$ cat src/rtl/systolic_pe_v2_pkg.sv
// Shared types, default widths and the saturating-add helper for the systolic PE.
package systolic_pkg;

   typedef enum logic {WAIT = 1'b0, HELD = 1'b1} pe_state_e;

   localparam int BW_ACT_DEF  = 8;
   localparam int BW_WET_DEF  = 8;
   localparam int BW_ACCU_DEF = 32;

   typedef struct packed {
      logic signed [63:0] val;
      logic               ovf;
   } sat_res_t;

   // sum is the sign-extended BW_ACCU+1 bit sum; bw must be at most 63.
   function automatic sat_res_t sat_add(input logic signed [63:0] sum, input int bw);
      logic signed [63:0] hi;
      logic signed [63:0] lo;
      sat_res_t           r;
      hi    = (64'sd1 <<< (bw - 1)) - 64'sd1;
      lo    = -(64'sd1 <<< (bw - 1));
      r.val = sum;
      r.ovf = 1'b0;
      if (sum > hi) begin
         r.val = hi;
         r.ovf = 1'b1;
      end else if (sum < lo) begin
         r.val = lo;
         r.ovf = 1'b1;
      end
      return r;
   endfunction

endpackage

$ cat src/rtl/systolic_pe_v2_if.sv
// Per-PE signal bundle: weight, activation and partial-sum flow plus swap status.
interface systolic_pe_v2_if
   import systolic_pkg::*;
#(
   parameter int BW_ACT  = BW_ACT_DEF,
   parameter int BW_WET  = BW_WET_DEF,
   parameter int BW_ACCU = BW_ACCU_DEF
);
   logic                      clear_weight;
   logic                      wet_in_valid;
   logic signed [BW_WET-1:0]  wet_in;
   logic                      wet_out_valid;
   logic signed [BW_WET-1:0]  wet_out;
   logic                      wet_swap;
   logic                      act_in_valid;
   logic signed [BW_ACT-1:0]  act_in;
   logic                      act_out_valid;
   logic signed [BW_ACT-1:0]  act_out;
   logic                      psum_in_valid;
   logic signed [BW_ACCU-1:0] psum_in;
   logic                      psum_out_valid;
   logic signed [BW_ACCU-1:0] psum_out;
   logic                      psum_ovf;
   logic                      wet_ready;
   logic                      swap_err;

   modport slave (
      input  clear_weight, wet_in_valid, wet_in, wet_swap,
             act_in_valid, act_in, psum_in_valid, psum_in,
      output wet_out_valid, wet_out, act_out_valid, act_out,
             psum_out_valid, psum_out, psum_ovf, wet_ready, swap_err
   );

   modport master (
      output clear_weight, wet_in_valid, wet_in, wet_swap,
             act_in_valid, act_in, psum_in_valid, psum_in,
      input  wet_out_valid, wet_out, act_out_valid, act_out,
             psum_out_valid, psum_out, psum_ovf, wet_ready, swap_err
   );

endinterface

$ cat src/rtl/systolic_pe_v2_mac.sv
// Two-stage MAC: registered product, then widened add with optional clamp.
module pe_mac_pipe
   import systolic_pkg::*;
#(
   parameter int BW_ACT   = BW_ACT_DEF,
   parameter int BW_WET   = BW_WET_DEF,
   parameter int BW_ACCU  = BW_ACCU_DEF,
   parameter int SATURATE = 1
) (
   input  logic                      clk,
   input  logic                      reset,
   input  logic                      act_valid,
   input  logic signed [BW_ACT-1:0]  act,
   input  logic signed [BW_WET-1:0]  wet,
   input  logic                      psum_valid,
   input  logic signed [BW_ACCU-1:0] psum,
   output logic                      out_valid,
   output logic signed [BW_ACCU-1:0] out_psum,
   output logic                      out_ovf
);
   localparam int PW = BW_ACT + BW_WET;

   logic                      vld_p1;
   logic signed [PW-1:0]      prod_p1;
   logic signed [BW_ACCU-1:0] psum_p1;
   logic signed [BW_ACCU:0]   sum_p1;
   logic signed [BW_ACCU-1:0] res_p1;
   sat_res_t                  sat_p1;
   logic                      unused_sat_hi;

   logic                      vld_p2;
   logic signed [BW_ACCU-1:0] psum_p2;
   logic                      ovf_p2;

   // Stage 1: multiply; a missing upstream partial sum contributes zero.
   always_ff @(posedge clk) begin
      if (reset) vld_p1 <= 1'b0;
      else       vld_p1 <= act_valid;
   end

   always_ff @(posedge clk) begin
      if (act_valid) begin
         prod_p1 <= PW'(act) * PW'(wet);
         psum_p1 <= psum_valid ? psum : '0;
      end
   end

   // Stage 2: add at BW_ACCU+1 bits so the overflow is visible, then clamp or wrap.
   assign sum_p1        = (BW_ACCU + 1)'(prod_p1) + (BW_ACCU + 1)'(psum_p1);
   assign sat_p1        = sat_add(64'(sum_p1), BW_ACCU);
   assign res_p1        = (SATURATE != 0) ? sat_p1.val[BW_ACCU-1:0] : sum_p1[BW_ACCU-1:0];
   assign unused_sat_hi = ^sat_p1.val[63:BW_ACCU];

   always_ff @(posedge clk) begin
      if (reset) begin
         vld_p2  <= 1'b0;
         psum_p2 <= '0;
         ovf_p2  <= 1'b0;
      end else begin
         vld_p2 <= vld_p1;
         ovf_p2 <= vld_p1 & sat_p1.ovf;
         if (vld_p1) psum_p2 <= res_p1;
      end
   end

   assign out_valid = vld_p2;
   assign out_psum  = psum_p2;
   assign out_ovf   = ovf_p2;

endmodule

$ cat src/rtl/systolic_pe_v2.sv
// Weight-stationary PE: row-indexed shadow capture, shadow/active swap, forwarding and MAC.
module systolic_pe_v2
   import systolic_pkg::*;
#(
   parameter int BW_ACT   = BW_ACT_DEF,
   parameter int BW_WET   = BW_WET_DEF,
   parameter int BW_ACCU  = BW_ACCU_DEF,
   parameter int ROW_IDX  = 0,
   parameter int SATURATE = 1
) (
   input logic             clk,
   input logic             reset,
   systolic_pe_v2_if.slave pe
);
   localparam int             CW      = (ROW_IDX < 1) ? 1 : $clog2(ROW_IDX + 1);
   localparam logic [CW-1:0]  ROW_CNT = CW'(ROW_IDX);

   pe_state_e                state_q, state_d;
   logic [CW-1:0]            cnt_q, cnt_d;
   logic signed [BW_WET-1:0] shadow_q, shadow_d;
   logic signed [BW_WET-1:0] active_q, active_d;
   logic                     swap_err_q, swap_err_d;

   logic                     swap_ok;
   logic                     beat_wait;
   logic [CW-1:0]            beat_cnt;

   // An accepted swap restarts the load, so a coincident beat is beat 0.
   assign swap_ok   = pe.wet_swap && (state_q == HELD);
   assign beat_wait = swap_ok || (state_q == WAIT);
   assign beat_cnt  = swap_ok ? '0 : cnt_q;

   always_comb begin
      state_d    = state_q;
      cnt_d      = cnt_q;
      shadow_d   = shadow_q;
      active_d   = active_q;
      swap_err_d = swap_err_q;
      if (pe.clear_weight) begin
         state_d    = WAIT;
         cnt_d      = '0;
         shadow_d   = '0;
         active_d   = '0;
         swap_err_d = 1'b0;
      end else begin
         if (swap_ok) begin
            active_d = shadow_q;
            cnt_d    = '0;
            state_d  = WAIT;
         end else if (pe.wet_swap) begin
            swap_err_d = 1'b1;
         end
         if (pe.wet_in_valid && beat_wait) begin
            if (beat_cnt == ROW_CNT) begin
               shadow_d = pe.wet_in;
               state_d  = HELD;
            end else begin
               cnt_d = beat_cnt + CW'(1);
            end
         end
      end
   end

   always_ff @(posedge clk) begin
      if (reset) begin
         state_q    <= WAIT;
         cnt_q      <= '0;
         shadow_q   <= '0;
         active_q   <= '0;
         swap_err_q <= 1'b0;
      end else begin
         state_q    <= state_d;
         cnt_q      <= cnt_d;
         shadow_q   <= shadow_d;
         active_q   <= active_d;
         swap_err_q <= swap_err_d;
      end
   end

   always_ff @(posedge clk) begin
      if (reset) begin
         pe.act_out_valid <= 1'b0;
         pe.act_out       <= '0;
         pe.wet_out_valid <= 1'b0;
         pe.wet_out       <= '0;
      end else begin
         pe.act_out_valid <= pe.act_in_valid;
         pe.act_out       <= pe.act_in;
         pe.wet_out_valid <= pe.wet_in_valid;
         pe.wet_out       <= pe.wet_in;
      end
   end

   assign pe.wet_ready = (state_q == HELD);
   assign pe.swap_err  = swap_err_q;

   pe_mac_pipe #(
      .BW_ACT   (BW_ACT),
      .BW_WET   (BW_WET),
      .BW_ACCU  (BW_ACCU),
      .SATURATE (SATURATE)
   ) u_mac (
      .clk        (clk),
      .reset      (reset),
      .act_valid  (pe.act_in_valid),
      .act        (pe.act_in),
      .wet        (active_q),
      .psum_valid (pe.psum_in_valid),
      .psum       (pe.psum_in),
      .out_valid  (pe.psum_out_valid),
      .out_psum   (pe.psum_out),
      .out_ovf    (pe.psum_ovf)
   );

endmodule

$ cat src/flat_wrapper.sv
// flat-port wrapper written by rule: the top's interface ports become plain ports
module systolic_pe_v2_flat import systolic_pkg::*;
#(
   parameter int BW_ACT   = BW_ACT_DEF,
   parameter int BW_WET   = BW_WET_DEF,
   parameter int BW_ACCU  = BW_ACCU_DEF,
   parameter int ROW_IDX  = 0,
   parameter int SATURATE = 1
)
  (clk, reset, pe_clear_weight, pe_wet_in_valid, pe_wet_in, pe_wet_swap, pe_act_in_valid, pe_act_in, pe_psum_in_valid, pe_psum_in, pe_wet_out_valid, pe_wet_out, pe_act_out_valid, pe_act_out, pe_psum_out_valid, pe_psum_out, pe_psum_ovf, pe_wet_ready, pe_swap_err);
  systolic_pe_v2_if #(.BW_ACT(BW_ACT), .BW_WET(BW_WET), .BW_ACCU(BW_ACCU)) pe_i ();
  input logic clk;
  input logic reset;
  input wire logic [$bits(pe_i.clear_weight)-1:0] pe_clear_weight;
  input wire logic [$bits(pe_i.wet_in_valid)-1:0] pe_wet_in_valid;
  input wire logic [$bits(pe_i.wet_in)-1:0] pe_wet_in;
  input wire logic [$bits(pe_i.wet_swap)-1:0] pe_wet_swap;
  input wire logic [$bits(pe_i.act_in_valid)-1:0] pe_act_in_valid;
  input wire logic [$bits(pe_i.act_in)-1:0] pe_act_in;
  input wire logic [$bits(pe_i.psum_in_valid)-1:0] pe_psum_in_valid;
  input wire logic [$bits(pe_i.psum_in)-1:0] pe_psum_in;
  output wire logic [$bits(pe_i.wet_out_valid)-1:0] pe_wet_out_valid;
  output wire logic [$bits(pe_i.wet_out)-1:0] pe_wet_out;
  output wire logic [$bits(pe_i.act_out_valid)-1:0] pe_act_out_valid;
  output wire logic [$bits(pe_i.act_out)-1:0] pe_act_out;
  output wire logic [$bits(pe_i.psum_out_valid)-1:0] pe_psum_out_valid;
  output wire logic [$bits(pe_i.psum_out)-1:0] pe_psum_out;
  output wire logic [$bits(pe_i.psum_ovf)-1:0] pe_psum_ovf;
  output wire logic [$bits(pe_i.wet_ready)-1:0] pe_wet_ready;
  output wire logic [$bits(pe_i.swap_err)-1:0] pe_swap_err;
  assign pe_i.clear_weight = pe_clear_weight;
  assign pe_i.wet_in_valid = pe_wet_in_valid;
  assign pe_i.wet_in = pe_wet_in;
  assign pe_i.wet_swap = pe_wet_swap;
  assign pe_i.act_in_valid = pe_act_in_valid;
  assign pe_i.act_in = pe_act_in;
  assign pe_i.psum_in_valid = pe_psum_in_valid;
  assign pe_i.psum_in = pe_psum_in;
  assign pe_wet_out_valid = pe_i.wet_out_valid;
  assign pe_wet_out = pe_i.wet_out;
  assign pe_act_out_valid = pe_i.act_out_valid;
  assign pe_act_out = pe_i.act_out;
  assign pe_psum_out_valid = pe_i.psum_out_valid;
  assign pe_psum_out = pe_i.psum_out;
  assign pe_psum_ovf = pe_i.psum_ovf;
  assign pe_wet_ready = pe_i.wet_ready;
  assign pe_swap_err = pe_i.swap_err;
  systolic_pe_v2 #(.BW_ACT(BW_ACT), .BW_WET(BW_WET), .BW_ACCU(BW_ACCU), .ROW_IDX(ROW_IDX), .SATURATE(SATURATE)) u_core (.clk(clk), .reset(reset), .pe(pe_i));
endmodule
$ cat config.mk
export PLATFORM = sky130hd
export DESIGN_NAME = systolic_pe_v2_flat
export DESIGN_NICKNAME = d
export VERILOG_FILES = /design/src/rtl/systolic_pe_v2_pkg.sv /design/src/rtl/systolic_pe_v2_if.sv /design/src/rtl/systolic_pe_v2_mac.sv /design/src/rtl/systolic_pe_v2.sv /design/src/flat_wrapper.sv
export SDC_FILE = /design/constraint.sdc
export NUM_CORES = 1
export LEC_CHECK = 0
export ABC_AREA = 1
export CAP_MARGIN = 20
export CORE_MARGIN = 1.5
export CORE_UTILIZATION = 60
export CTS_CLUSTER_SIZE = 8
export DETAILED_ROUTE_END_ITERATION = 7
export PLACE_DENSITY = 0.85
export SKIP_LAST_GASP = 1
export SLEW_MARGIN = 10
export SYNTH_ARGS = -nofsm -noshare
export SYNTH_HDL_FRONTEND = slang
export SYNTH_SLANG_ARGS = --single-unit
$ cat constraint.sdc
create_clock -name clk -period 7.8 [get_ports clk]
set_input_delay 0.78 -clock clk [delete_from_list [all_inputs] [get_ports clk]]
set_output_delay 0.78 -clock clk [all_outputs]
set_load 0.03 [all_outputs]
==> flow_summary.json, run 1 <==
{
  "setup_viol": 0,
  "min_period_over_period": 0.677,
  "slew_headroom": 0.308,
  "cts_setup_buffers": 0,
  "clk_path_buf_depth": 2,
  "end_kind": "register",
  "fp-row-count": 44,
  "worst-endpoint-required_ns": 7.97,
  "via_per_inst": 5.09,
  "synth_area_leaders": "edfxtp_1 (16%), dfxtp_1 (16%), nand2_1 (13%)",
  "crit_slowest_cell": "clkdlybuf4s50_1",
  "wl_met1_mm": 8.84,
  "worstSetupStartpointType": "input pin",
  "area_growth_pct": 19.3,
  "grt_antenna_before_repair": 0,
  "violations": "design-rule violations",
  "clk_pin_slew_ns": 0.06,
  "synth_nets": 1356,
  "ys_ff_latch": 119,
  "seq_area_sq_mm": 0.00286,
  "max_cap_viol_count": 0,
  "drt_iter0_drc": 478,
  "post-place-ws_ns": 2.31,
  "post-dp-hpwl_mm": 15.9,
  "io_buffers": 108,
  "multi_input_area_sq_mm": 0.00502,
  "initial_core_util": 0.618,
  "drtPass1Iterations": 8,
  "ir_drop_v": 0.000151,
  "wirelength_mm": 20.5,
  "rsz0062_at_grt": "no",
  "cp_cell_sequence": "clkdlybuf4s50_1 > nand2_1 > fa_1 > fa_1 > inv_1 > fa_1 > inv_1 > fa_1 > inv_1 > ha_1 > a21oi_1 > nand2_1 > nand2_1 > nand2_1 > a21oi_1 > inv_1 > a21oi_1 > o21bai_1 > xor2_1",
  "first_global_vias": 7436,
  "overflow": 0,
  "synth_top_area_share": 0.159,
  "syn_area_per_cell_sq_um": 7.64,
  "diodes": 0,
  "yosys_most_used_dff": "dfxtp_1",
  "p_total_uw": 1950,
  "synth_area_leader_cell": "edfxtp_1",
  "period_minus_slack_ns": 5.28,
  "path_class": "input pin to register",
  "wl_per_cell_microns": 13.9,
  "synth-edff-count": 48,
  "ioPinCount": 109,
  "cts_made_buffers": 17,
  "finalClockSkew_ns": 0.0122,
  "fin_nets": 1453,
  "cts-root-buf": "clkbuf_16",
  "track_usage": 0.274,
  "synthTopCellsByCount": "nand2_1 (325), inv_1 (264), nor2_1 (74), dfxtp_1 (71), ha_1 (61)",
  "drive_above_1_share": 0.0726,
  "drv_slew": 0,
  "status": "finished with violations",
  "grt_max_degree": 50,
  "dieArea_sq_mm": 0.0158,
  "wl_met2_mm": 10.1,
  "async_reset_ff_frac": 0,
  "finalHoldViolCount": 0,
  "powerDensity_mw_per_mm2": 180,
  "htreeDepth": 4,
  "hold_buffers": 0,
  "cts.sinks": 119,
  "syn_area_sq_mm": 0.00905,
  "vias": 7524,
  "die_h_microns": 126,
  "hp-class": "register to register",
  "die_x_microns": 126,
  "p_leak_uw": 0.00566,
  "clk_latency_ns": 0.42,
  "yosysWarnings": 0,
  "tns_ns": 0,
  "fin_ws_ns": 2.52,
  "ant_nets": 0,
  "tightest_slew_ns": 1.04,
  "cpPeakStageDelay_ns": 0.67,
  "yosysMostFrequentCell": "nand2_1",
  "wl_met3_microns": 941,
  "syn_inst": 1184,
  "cts_resized": 0,
  "arrival_ns": 5.45,
  "cts_tree": "done",
  "place_congestion": 0.888,
  "drcViolationCount": 5,
  "grt_first_pass_wirelength_mm": 34.5,
  "path_max_fanout": 9,
  "synth.distinct_cells": 38,
  "n_fill_cell": 1129,
  "clock.fmax_mhz": 189,
  "yosysSeqAreaShare": 0.316,
  "top_layer": "met4",
  "core_area_sq_mm": 0.0146
}
area by class of cell:
class	instances	share of cell area
multi-input combinational	765	0.465
sequential	119	0.265
timing repair buffer	112	0.104
inverter	266	0.0925
clock buffer	18	0.0398
tap	184	0.0213
clock inverter	14	0.0116
critical path: cells and delay by family:
kind	cells	cell delay, ns
adder cells (fa/ha/maj)	5	2.46
buffers and inverters	5	0.89
AO/OA/AOI/OAI	4	0.80
AND/OR/NAND/NOR	4	0.36
XOR/XNOR	1	0.15
routing by layer:
layer / vias up / global-route usage
li1: 3794 / -
met1: 3451 / 0.337
met2: 220 / 0.477
met3: 59 / 0.0510
met4: 0 / 0.114
met5: - / 0
kinds of logic after synthesis:
logic type      Yosys count  synth area share
simple gates            462             0.207
buf+inv                 300             0.129
compound gates          151             0.106
flops                   119             0.316
fa+ha+maj               117             0.208
xor+xnor                 35            0.0339
worst paths after layout:
kind	slack, ns	end	depth (start not counted)	start
worst max-delay path	2.52	u_core.u_mac.prod_p1[12]	19	pe_act_in[1]
worst min-delay path	0.46	u_core.shadow_q[6]	2	u_core.shadow_q[6]
worst max register to register	2.97	u_core.u_mac.prod_p1[12]	18	u_core.active_q[4]
worst min register to register	0.46	u_core.shadow_q[6]	2	u_core.shadow_q[6]
flip-flops by register name, summed over array words and instances, names as in the netlist:
register and flops:
u_core.cnt_q 1, u_core.pe.wet_out_valid 1, u_core.shadow_q 8, u_core.u_mac.out_valid 1, u_core.pe.wet_out 8, u_core.pe.act_out_valid 1, u_core.active_q 8, u_core.pe.wet_ready 1
u_core.u_mac.prod_p1 16, u_core.u_mac.out_psum 32, u_core.u_mac.out_ovf 1, u_core.pe.swap_err 1, u_core.u_mac.psum_p1 32, u_core.pe.act_out 8
power by group:
group	switching (uW)	internal, uW
logic	309	182
clock network	303	439
registers	19.9	692
stage by stage:
| step | hold WS, ns | instances | utilization | area [sq um] |
|---|---|---|---|---|
| after floorplan | 0.429 | 1184 | - | 9050 |
| after global placement | 0.447 | 1444 | 0.697 | 10200 |
| after detailed placement | 0.447 | 1445 | 0.698 | 10200 |
| after CTS | 0.455 | 1477 | 0.736 | 10800 |
| after global routing | 0.474 | 1478 | 0.737 | 10800 |
| final | 0.459 | 1478 | 0.737 | 10800 |
layout by cell type (no fill, tap or decap), drive strengths merged, types with 12 or more instances in the layout:
master,Yosys,layout
nand2,338,338
inv,265,269
clkdlybuf4s50,0,107
a21oi,82,82
nor2,79,79
dfxtp,71,71
ha,61,61
fa,56,56
o21ai,50,50
edfxtp,48,48
xor2,27,27
nand3,27,27
clkbuf,28,18
o21bai,12,12
(Power assumes the default switching activity.)
==> run 2: changes to the inputs <==
Settings changed: CORE_UTILIZATION 60 to 52, PLACE_DENSITY 0.85 to 0.78.
Clock period 7.8 ns to 4.5 ns, I/O delays scaled along.
==> flow_summary.json, run 2 (same netlist as run 1, synthesis figures left out) <==
{
  "finalClockSkew_ns": 0.00951,
  "slew_headroom": 0.304,
  "io_buffers": 108,
  "ir_drop_v": 0.000275,
  "fp-row-count": 48,
  "core_area_sq_mm": 0.0172,
  "die_x_microns": 135,
  "htreeDepth": 4,
  "ioPinCount": 109,
  "p_total_uw": 3350,
  "cpPeakStageDelay_ns": 0.57,
  "path_max_fanout": 8,
  "grtUsageMet3": 0.0495,
  "fin_nets": 1502,
  "setup_viol": 0,
  "grt_antenna_before_repair": 0,
  "place_area_sq_mm": 0.0106,
  "cts_setup_buffers": 0,
  "drtPass1Iterations": 5,
  "final_common_cell": "nand2_1",
  "path_class": "input pin to register",
  "max_cap_viol_count": 0,
  "crit_slowest_cell": "fa_1",
  "post-dp-hpwl_mm": 16.1,
  "clk_path_buf_depth": 2,
  "area_growth_pct": 24.3,
  "drcViolationCount": 0,
  "vias": 7518,
  "hold_buffers": 0,
  "diodes": 0,
  "place_congestion": 0.908,
  "wirelength_mm": 20.2,
  "powerDensity_mw_per_mm2": 298,
  "via_per_inst": 4.79,
  "clk_latency_ns": 0.42,
  "min_period_over_period": 0.976,
  "cts_made_buffers": 17,
  "drv_slew": 0,
  "cts.sinks": 119,
  "cts_tree": "done",
  "status": "completed",
  "drive_above_1_share": 0.109,
  "finalHoldViolCount": 0,
  "cp_cell_sequence": "clkdlybuf4s50_1 > buf_4 > nand2_1 > fa_1 > fa_1 > fa_1 > fa_1 > inv_1 > ha_2 > a21oi_1 > and2_1 > inv_1 > a21oi_1 > o21ai_0 > xor2_1",
  "first_global_vias": 7475,
  "cts-root-buf": "clkbuf_16",
  "period_minus_slack_ns": 4.39,
  "most-common-layout-cells": "nand2_1 (325), inv_1 (264), clkdlybuf4s50_1 (103), nor2_1 (74), dfxtp_1 (69)",
  "n_fill_cell": 1477,
  "clk_pin_slew_ns": 0.05,
  "grt_first_pass_wirelength_mm": 34.2,
  "crit_top_cell": "fa_1",
  "finalInstanceArea_sq_mm": 0.0112,
  "initial_core_util": 0.527,
  "dieArea_sq_mm": 0.0182,
  "grt-busiest-layer": "met2",
  "p_leak_uw": 0.00592,
  "worst-endpoint-required_ns": 4.64,
  "tightest_slew_ns": 1.04,
  "end_kind": "register",
  "ant_nets": 0,
  "arrival_ns": 4.53,
  "worstSetupStartpointType": "input pin",
  "overflow": 0,
  "grt_max_degree": 50,
  "clock.fmax_mhz": 228,
  "met2_usage": 0.414,
  "hp-class": "register to register",
  "drt_iter0_drc": 392,
  "die_h_microns": 135,
  "wl_per_cell_microns": 12.9,
  "track_usage": 0.238,
  "use_met1": 0.290
}
==> run 2: metal layers <==
layer  part of all wire  routed length [microns]
met5                  0                        0
met3              0.039                      792
met1               0.44                     8880
met2               0.49                     9900
met4              0.032                      649
==> run 2: worst max-delay path: cells and delay by family <==
family,cells,cell delay [ns]
adders and majority gates,5,2.33
buffers and inverters,4,0.78
AOI/OAI and AO/OA,3,0.52
and+or+nand+nor,2,0.26
xor gates and xnor gates,1,0.17
==> run 2: timing repair <==
item                       in CTS  in global routing
gates resized for setup         2                 10
pin swaps                       1                  3
setup endpoints to repair       1                  6
==> run 2: cell type report <==
class,count,area [sq um],share of cell area
multi-input cells,765,5050,0.449
flip-flops and latches,119,2870,0.255
repair buffers,161,1500,0.134
inverters,266,998,0.0888
clock buffers,19,443,0.0394
well taps,225,282,0.0250
clock inverters,13,106,0.00945
==> run 2: metrics by stage <==
| step | hold WS (ns) | instances | utilization | setup TNS [ns] | setup WS, ns |
|---|---|---|---|---|---|
| 6_report | 0.460 | 1568 | 0.655 | 0 | 0.110 |
| 3_5_place_dp | 0.450 | 1535 | 0.619 | -1.97 | -0.437 |
| 3_3_place_gp | 0.447 | 1535 | 0.619 | -1.55 | -0.364 |
| 2_1_floorplan | 0.429 | 1184 | - | 0 | 0.00991 |
| 4_1_cts | 0.459 | 1567 | 0.651 | 0 | 0.0400 |
| 5_1_grt | 0.478 | 1568 | 0.655 | -0.0286 | -0.0285 |
==> run 2: power by group <==
group | internal (uW) | switching (uW) | leakage (uW)
Combinational | 330 | 537 | 0.00461
Clock | 766 | 488 | 0.000254
Sequential | 1200 | 31.4 | 0.00106
Total | 2300 | 1060 | 0.00592
==> run 2: path summary, 6_finish.rpt <==
check | from | endpoint | slack [ns] | cells after the start
max reg2reg | u_core.active_q[4] | u_core.u_mac.prod_p1[9] | 0.16 | 14
max | pe_act_in[1] | u_core.u_mac.prod_p1[9] | 0.11 | 15
min reg2reg | u_core.cnt_q | u_core.cnt_q | 0.46 | 2
min | u_core.cnt_q | u_core.cnt_q | 0.46 | 2
